### config.mk
export PLATFORM = sky130hd
export DESIGN_NAME = cfs_tx_ctrl_pipe
export DESIGN_NICKNAME = d
export VERILOG_FILES = /design/src/rtl/cfs_tx_ctrl_pipe.sv
export SDC_FILE = /design/constraint.sdc
export NUM_CORES = 1
export LEC_CHECK = 0
export CORE_ASPECT_RATIO = 1.5
export CORE_UTILIZATION = 46
export CTS_CLUSTER_DIAMETER = 80
export DETAILED_ROUTE_END_ITERATION = 6
export PLACE_DENSITY_LB_ADDON = 0.08
export SLEW_MARGIN = 20
export SYNTH_ARGS = -nofsm -noshare
export SYNTH_HDL_FRONTEND = slang
export SYNTH_SLANG_ARGS = --single-unit
### constraint.sdc
create_clock -name clk -period 2.1 [get_ports clk]
set_clock_uncertainty 0.2 [all_clocks]
set_input_delay 0.63 -clock clk [delete_from_list [all_inputs] [get_ports clk]]
set_output_delay 0.63 -clock clk [all_outputs]
set_load 0.05 [all_outputs]
### src/rtl/cfs_tx_ctrl_pipe.sv
// cfs_tx_ctrl_pipe
// Registered TX controller between the TX FIFO pop port and the MD TX interface.
// An out slot drives md_tx_* and a skid slot absorbs one extra entry. Because of
// the skid slot, pop_ready depends only on local state and not on md_tx_ready.
// Zero-size entries can optionally be dropped. A stall detector flags an MD side
// that holds valid data without accepting it for stall_limit cycles.
module cfs_tx_ctrl_pipe #(
   parameter int ALGN_DATA_WIDTH = 32,
   parameter int DROP_ZERO_SIZE  = 1,
   parameter int CNT_WIDTH       = 16,
   localparam int OFFSET_W = (ALGN_DATA_WIDTH <= 8) ? 1 : $clog2(ALGN_DATA_WIDTH / 8),
   localparam int SIZE_W   = $clog2(ALGN_DATA_WIDTH / 8) + 1,
   localparam int FIFO_W   = ALGN_DATA_WIDTH + OFFSET_W + SIZE_W
) (
   input  logic                       clk,
   input  logic                       reset_n,
   input  logic                       pop_valid,
   input  logic [FIFO_W-1:0]          pop_data,
   output logic                       pop_ready,
   output logic                       md_tx_valid,
   output logic [ALGN_DATA_WIDTH-1:0] md_tx_data,
   output logic [OFFSET_W-1:0]        md_tx_offset,
   output logic [SIZE_W-1:0]          md_tx_size,
   input  logic                       md_tx_ready,
   input  logic [CNT_WIDTH-1:0]       stall_limit,
   output logic                       stall_event,
   output logic [CNT_WIDTH-1:0]       tx_cnt,
   output logic [CNT_WIDTH-1:0]       drop_cnt
);

   localparam int                   SIZE_LSB = ALGN_DATA_WIDTH + OFFSET_W;
   localparam logic [CNT_WIDTH-1:0] CNT_ONE  = CNT_WIDTH'(1);
   localparam logic [CNT_WIDTH-1:0] CNT_MAX  = '1;

   logic                 out_valid;
   logic                 skid_valid;
   logic [FIFO_W-1:0]    out_entry;
   logic [FIFO_W-1:0]    skid_entry;
   logic [CNT_WIDTH-1:0] stall_cnt;

   logic accept;
   logic pop_zero;
   logic drop_hit;
   logic store;
   logic xfer;
   logic out_open;
   logic stalling;
   logic limit_hit;
   logic limit_next;

   // Handshake decode. pop_ready is low only while reset is held or the skid slot
   // is occupied, so nothing on the MD side reaches it combinationally.
   assign pop_ready  = reset_n & ~skid_valid;
   assign accept     = pop_valid & pop_ready;
   assign pop_zero   = (pop_data[SIZE_LSB +: SIZE_W] == '0);
   assign drop_hit   = accept & pop_zero & (DROP_ZERO_SIZE != 0);
   assign store      = accept & ~drop_hit;
   assign xfer       = out_valid & md_tx_ready;
   assign out_open   = ~out_valid | xfer;
   assign stalling   = out_valid & ~md_tx_ready;
   assign limit_hit  = (stall_limit != '0) && (stall_cnt == stall_limit);
   assign limit_next = (stall_limit != '0) && ((stall_cnt + CNT_ONE) == stall_limit);

   assign md_tx_valid  = out_valid;
   assign md_tx_data   = out_entry[ALGN_DATA_WIDTH-1:0];
   assign md_tx_offset = out_entry[ALGN_DATA_WIDTH +: OFFSET_W];
   assign md_tx_size   = out_entry[SIZE_LSB +: SIZE_W];

   // Slot management. When the out slot is free or draining, it takes the skid entry
   // first to keep FIFO order, otherwise the new entry. The skid slot only fills when
   // the out slot is held by a stalled MD side. Pop is blocked while skid is full, so
   // a refill from skid and a new store never happen in the same cycle.
   always_ff @(posedge clk) begin
      if (!reset_n) begin
         out_valid  <= 1'b0;
         skid_valid <= 1'b0;
         out_entry  <= '0;
         skid_entry <= '0;
      end else if (out_open) begin
         if (skid_valid) begin
            out_entry  <= skid_entry;
            out_valid  <= 1'b1;
            skid_valid <= 1'b0;
         end else if (store) begin
            out_entry <= pop_data;
            out_valid <= 1'b1;
         end else begin
            out_valid <= 1'b0;
         end
      end else if (store) begin
         skid_entry <= pop_data;
         skid_valid <= 1'b1;
      end
   end

   // Saturating counters of completed MD transfers and discarded zero-size entries.
   always_ff @(posedge clk) begin
      if (!reset_n) begin
         tx_cnt   <= '0;
         drop_cnt <= '0;
      end else begin
         if (xfer && (tx_cnt != CNT_MAX)) begin
            tx_cnt <= tx_cnt + CNT_ONE;
         end
         if (drop_hit && (drop_cnt != CNT_MAX)) begin
            drop_cnt <= drop_cnt + CNT_ONE;
         end
      end
   end

   // Stall detector. It counts stalled cycles and pulses stall_event once when the
   // count reaches the current stall_limit. The count then freezes at the limit, so
   // the same stall cannot pulse again. Any transfer or idle cycle clears the count.
   always_ff @(posedge clk) begin
      if (!reset_n) begin
         stall_cnt   <= '0;
         stall_event <= 1'b0;
      end else if (!stalling) begin
         stall_cnt   <= '0;
         stall_event <= 1'b0;
      end else begin
         if (!limit_hit && (stall_cnt != CNT_MAX)) begin
            stall_cnt <= stall_cnt + CNT_ONE;
         end
         stall_event <= !limit_hit && limit_next;
      end
   end

endmodule
==> results of run 1 <==
## cell families after synthesis
logic type	count (synthesis)	synth area share (%)
muxes	43	7.415
adders and majority gates	3	0.6448
buffers and inverters	49	3.696
xor gates and xnor gates	46	6.920
AOI/OAI and AO/OA	136	14.23
and+or+nand+nor	293	24.11
DFF	125	42.98
## metal layers
layer	GRT usage (%)	vias to the layer above	wire [microns]
met5	0	-	0
met1	26.06	2816	6344
met4	13.85	0	705
met2	47.98	169	9260
met3	7.596	63	836
li1	-	2871	-
## timing repair
item,CTS,global route
gates resized for setup,55,31
pin swaps,25,28
endpoints found under the setup margin,79,62
cloned,1,1
setup buffers,12,3
hold buffers,0,0
## per-stage QoR
| stage | power [uW] | hold slack [ns] | utilization (%) |
|---|---|---|---|
| finish | 6036 | 0.2550 | 73.69 |
| global route | 6244 | 0.2699 | 73.69 |
| CTS | 6081 | 0.2543 | 72.46 |
| detailed placement | 3279 | 0.2463 | 66.44 |
| global placement | 3262 | 0.2407 | 66.44 |
| floorplan | 2930 | 0.2360 | - |
## cells in the mapped netlist (6+ instances only)
library cell,n,area [sq um]
nand2b_1,6,37.54
nor2_1,78,292.8
clkbuf_1,25,93.84
inv_1,8,30.03
nand3_1,21,105.1
nand2_1,106,397.9
nor3_1,8,40.04
o21ai_0,24,120.1
or3_1,14,87.58
and3_1,6,37.54
a211oi_1,37,277.8
mux2i_1,42,420.4
nand4_1,21,131.4
dfxtp_1,125,2502
xnor2_1,28,245.2
xor2_1,18,157.7
a21oi_1,60,300.3
## flip-flops by register name, summed over array words and instances, names as in the netlist
signal and cells:
stall_cnt 16, skid_entry 37, tx_cnt 16, out_entry 37
drop_cnt 16, stall_event 1, skid_valid 1, md_tx_valid 1
## cell type report
type	instances	area, sq um
Sequential cell	125	2516
Clock inverter	14	136.4
Inverter	8	31.28
Fill cell	905	3259
Clock buffer	18	429.2
Timing Repair Buffer	235	2360
Multi-Input combinational cell	522	3460
Tap cell	156	195.2
## final timing paths
| path | from | to | slack (ns) |
|---|---|---|---|
| max reg2reg | stall_cnt[0] | stall_cnt[14] | -0.09 |
| min | skid_entry[6] | skid_entry[6] | 0.25 |
| min reg2reg | skid_entry[6] | skid_entry[6] | 0.25 |
| max | stall_cnt[0] | stall_cnt[14] | -0.09 |
## worst register-to-register path, delay by kind of cell (launching register included)
| kind | cells | cell delay [ns] |
|---|---|---|
| and+or+nand+nor | 5 | 1.03 |
| DFF | 1 | 0.34 |
| AOI/OAI and AO/OA | 1 | 0.26 |
| adders and majority gates | 1 | 0.16 |
| buffers and inverters | 1 | 0.14 |
## power groups by stage
| stage | Combinational (uW) | Clock (uW) | Sequential, uW |
|---|---|---|---|
| after floorplan | 225 | 0 | 2700 |
| after global placement | 744 | 0 | 2520 |
| after detailed placement | 758 | 0 | 2520 |
| after CTS | 766 | 2850 | 2470 |
| after global routing | 826 | 2940 | 2480 |
| final | 779 | 2790 | 2470 |
==> impl_metrics.toml, run 1 <==
[status]
result_of_the_run = "finished, violations left"
failed_checks = "setup timing"

[floorplanning]
placeable_core_area_sq_um = 12390
pin_count = 129
initial_utilization_pct = 47.00
std_cell_rows = 50
die_area_sq_um = 13120
die_h_microns = 139.8
dieWidth_microns = 93.86

[global_route]
number_of_antenna_violations_at_the_first_check_in_global_routing = 0
global_route_total_overflow = 0
grt_first_pass_wirelength_mm = 27.23
grt_max_degree = 101
grt_pass1_vias = 5952
overall_global_routing_resource_usage_pct = 26.24

[route]
vias_after_detailed_routing = 5919
drt_first_pass_iters = 7
initialDrtViolationCount = 228
drt-vias-per-instance = 5.491
route.final.wire_length_mm = 17.15
routed_wire_length_per_instance_microns = 15.91
ant_nets = 0
drc_errors = 0

[worst_setup_path]
worst-endpoint-required_ns = 2.25
slowest_stage = "or4_4"
worstSetupStartpointType = "register"
worst-setup-path-type = "register to register"
worstRegToRegCells = 8
path_max_fanout = 7
critPathMaxStageDelay_ns = 0.47
worst_path_dominant_cell_family = "simple AND/OR/NAND/NOR gates"
critical_path_buf_inv_count = 1
critical_path.endpoint_type = "register"
cp_data_arrival_time_ns = 2.34
path_cells = "ha_4, and3_4, nand4_1, nor2_2, a31o_4, buf_12, or4_4, nand2_2"
path_depth = 8

[timing]
fmax_ghz = 0.4572
max_slew_violations = 0
rsz0062_at_grt = "yes"
finalHoldViolations = 0
timing.final.setup_violations = 6
layout_min_cycle_time_ns = 2.187
slew_of_the_pin_with_the_lowest_slew_margin_ns = 1.057
timing.final.ws_setup_ns = -0.08744
fin_tns_setup_ns = -0.2405
slew_headroom_pct = 29.53
period_share_pct = 104.2

[layout]
stdcell_count = 1078
finish.instance_area_sq_um = 9128
antennaDiodeCount = 0
layout_cell_share_with_drive_strength_beyond_1_pct = 30.80
final_common_cell = "buf_4"
finalNetCount = 969
area_growth_pct = 56.78
layout.cells.most_common_list = "buf_4 (135), dfxtp_1 (114), nand2_1 (104)"

[place]
placed_cells = 1030
pre_cts_ws_ns = -0.7331
routabilityCongestion = 0.9495
post_dp_cell_area_sq_um = 8230
hpwl_mm = 11.80
place.port_buffers = 128

[synth]
synth.yosys.warnings = 0
synth_enable_flop_cells = 0
ys_seq_area_share_pct = 42.98
postSynthRegisterBits = 125
synthesis.area_per_instance_sq_um = 8.377
synthesized_area_sq_um = 5822
synthFlopType = "dfxtp_1"
synthesized_netlist_net_count = 755
async_reset_ff_share_pct = 0
yosysUniqueCellTypes = 50
number_of_instances_in_the_synthesized_netlist = 695

[clock_tree]
clk_transition_reported_paths_ns = 0.06
clkSinkCount = 125
clock_insertion_delay_worst_skew_ns = 0.41
cts_max_level = 4
cts-root-buf = "clkbuf_16"
cts_buffer_depth = 2
cts-buffers-inserted = 17
cts_tree = "built"

[worst_hold_path]
min_path_type = "register to register"
cell_depth_of_the_worst_hold_path = 2

[power]
intPower_uw = 4411
worst_ir_drop_vdd_uv = 534.9
share_clk_of_total_power_pct = 46.2
power.share.combinational_pct = 12.9
p_switching_uw = 1625
sequentialPowerShare_pct = 40.9
switching_share_of_power_pct = 26.92
cellLeakagePower_uw = 0.003376
power.density_nw_per_um2 = 661.3

[flow_run]
cap_violations = 0
No activity file was read; power rests on OpenSTA's default activity.
==> inputs of run 2 (changes only) <==
--- a/config.mk
+++ b/config.mk
@@ -10,6 +10,7 @@
 export CTS_CLUSTER_DIAMETER = 80
 export DETAILED_ROUTE_END_ITERATION = 6
 export PLACE_DENSITY_LB_ADDON = 0.08
+export SETUP_SLACK_MARGIN = 0.1
 export SLEW_MARGIN = 20
 export SYNTH_ARGS = -nofsm -noshare
 export SYNTH_HDL_FRONTEND = slang
==> run 2 against run 1 <==
The run still ends with setup timing left; largest power group unchanged; global-route usage is 0.77 points higher; utilization is 1.8 points higher; non-clock buffer count is 7 higher; critical endpoint is now stall_event; sequential power hardly changed.
==> impl_metrics.toml, run 2 (synthesized netlist as in run 1, its figures left out) <==
[layout]
final_core_util_pct = 75.47
layout.cells.most_common_list = "buf_4 (143), nand2_1 (105), dfxtp_1 (96)"
largest_registers = "out_entry (37), skid_entry (37)"
final_common_cell = "buf_4"
finalNetCount = 976
area_growth_pct = 60.58
antennaDiodeCount = 0
layout_cell_share_with_drive_strength_beyond_1_pct = 38.11

[worst_setup_path]
critical_path.endpoint_type = "register"
worst-endpoint-required_ns = 2.23
path_cells = "buf_2, buf_4, xnor2_2, buf_4, buf_4, xnor2_1, o21ai_0, o211ai_1, nor4b_2"
path_depth = 9
critical_path.most_common_cell = "buf_4"
critPathMaxStageDelay_ns = 0.49
slowest_stage = "o21ai_0"
worst_path_dominant_cell_family = "compound AO/OA/AOI/OAI gates"
worstSetupStartpointType = "input port"
worst-setup-path-type = "input port to register"
path_max_fanout = 2
cp_data_arrival_time_ns = 2.30
critical_path_buf_inv_count = 4
worstRegToRegCells = 8

[global_route]
number_of_antenna_violations_at_the_first_check_in_global_routing = 0
global_route_total_overflow = 0
grt_max_degree = 101
grt_first_pass_wirelength_mm = 27.74
overall_global_routing_resource_usage_pct = 27.01
grt_pass1_vias = 5970

[route]
initialDrtViolationCount = 177
drt-vias-per-instance = 5.466
drt_first_pass_iters = 5
route.final.wire_length_mm = 17.65
drc_errors = 0
vias_after_detailed_routing = 5931
ant_nets = 0
routed_wire_length_per_instance_microns = 16.27

[timing]
fin_tns_setup_ns = -0.06646
period_share_pct = 103.2
layout_min_cycle_time_ns = 2.166
timing.final.setup_violations = 1
fmax_ghz = 0.4616
slew_of_the_pin_with_the_lowest_slew_margin_ns = 1.052
rsz0062_at_grt = "yes"
max_slew_violations = 0
slew_headroom_pct = 29.87
finalHoldViolations = 0
timing.final.ws_setup_ns = -0.06646

[clock_tree]
cts_tree = "built"
clkSinkCount = 125
clk_transition_reported_paths_ns = 0.06
cts_hold_buffers = 0
cts_max_level = 4
cts_buffer_depth = 2
clock_insertion_delay_worst_skew_ns = 0.42
cts-root-buf = "clkbuf_16"
cts-buffers-inserted = 17

[power]
power.density_nw_per_um2 = 680.1
worst_ir_drop_vdd_uv = 587.7
cellLeakagePower_uw = 0.003461

[floorplanning]
die_h_microns = 139.8
dieWidth_microns = 93.86
pin_count = 129
initial_utilization_pct = 47.00
placeable_core_area_sq_um = 12390
die_area_sq_um = 13120
std_cell_rows = 50

[place]
routabilityCongestion = 0.9888
pre_cts_ws_ns = -0.7669
place.port_buffers = 128
hpwl_mm = 11.50

[status]
result_of_the_run = "finished, violations left"
failed_checks = "setup timing"

[worst_hold_path]
min_path_type = "register to register"
cell_depth_of_the_worst_hold_path = 2

[flow_run]
cap_violations = 0
run 2: tightest hold or removal path, stage by stage (launching register included):
cell and delay, ns:
dfxtp_1 0.31, nand2_1 0.05, a21oi_1 0.05
run 2: final cells by class:
class                           count  area, sq um
Timing Repair Buffer              242         2354
Clock inverter                     13        178.9
Sequential cell                   125         2544
Multi-Input combinational cell    522         3603
Clock buffer                       19        442.9
Inverter                            8        31.28
Tap cell                          156        195.2
Fill cell                         902         3038
run 2: worst paths after layout:
path                                       from        endpoint  slack, ns
worst max-delay path            stall_limit[11]     stall_event      -0.07
worst min-delay path             skid_entry[16]  skid_entry[16]       0.25
worst max register to register     stall_cnt[2]     stall_event      -0.06
worst min register to register   skid_entry[16]  skid_entry[16]       0.25
run 2: per-layer routing:
metal / track usage [%] / part of all wire (%) / vias to the layer above
li1: - / - / 2899
met1: 27.67 / 37 / 2800
met2: 48.29 / 54 / 183
met3: 7.923 / 5.7 / 49
met4: 14.41 / 3.5 / 0
met5: 0 / 0 / -
run 2: repair_timing:
item,4_1_cts,5_1_grt
setup buffers,20,5
resized for setup,109,59
pin swaps,38,29
gates cloned,5,0
endpoints found under the setup margin,123,45
run 2: per-stage QoR:
step	area, sq um	hold slack, ns	total power, uW	std cells
global placement	8154	0.2409	3269	1026
global route	9349	0.2731	6576	1085
floorplan	6006	0.2360	2929	695
detailed placement	8154	0.2476	3283	1026
CTS	9161	0.2557	6373	1083
finish	9349	0.2549	6359	1085
run 2: power breakdown:
part | total [uW] | leakage, uW | internal, uW | switching [uW]
sequential | 2470 | 0.00103 | 2430 | 40.8
combinational | 806 | 0.00213 | 342 | 464
clock | 3080 | 0.000301 | 1930 | 1150
total | 6360 | 0.00346 | 4700 | 1660
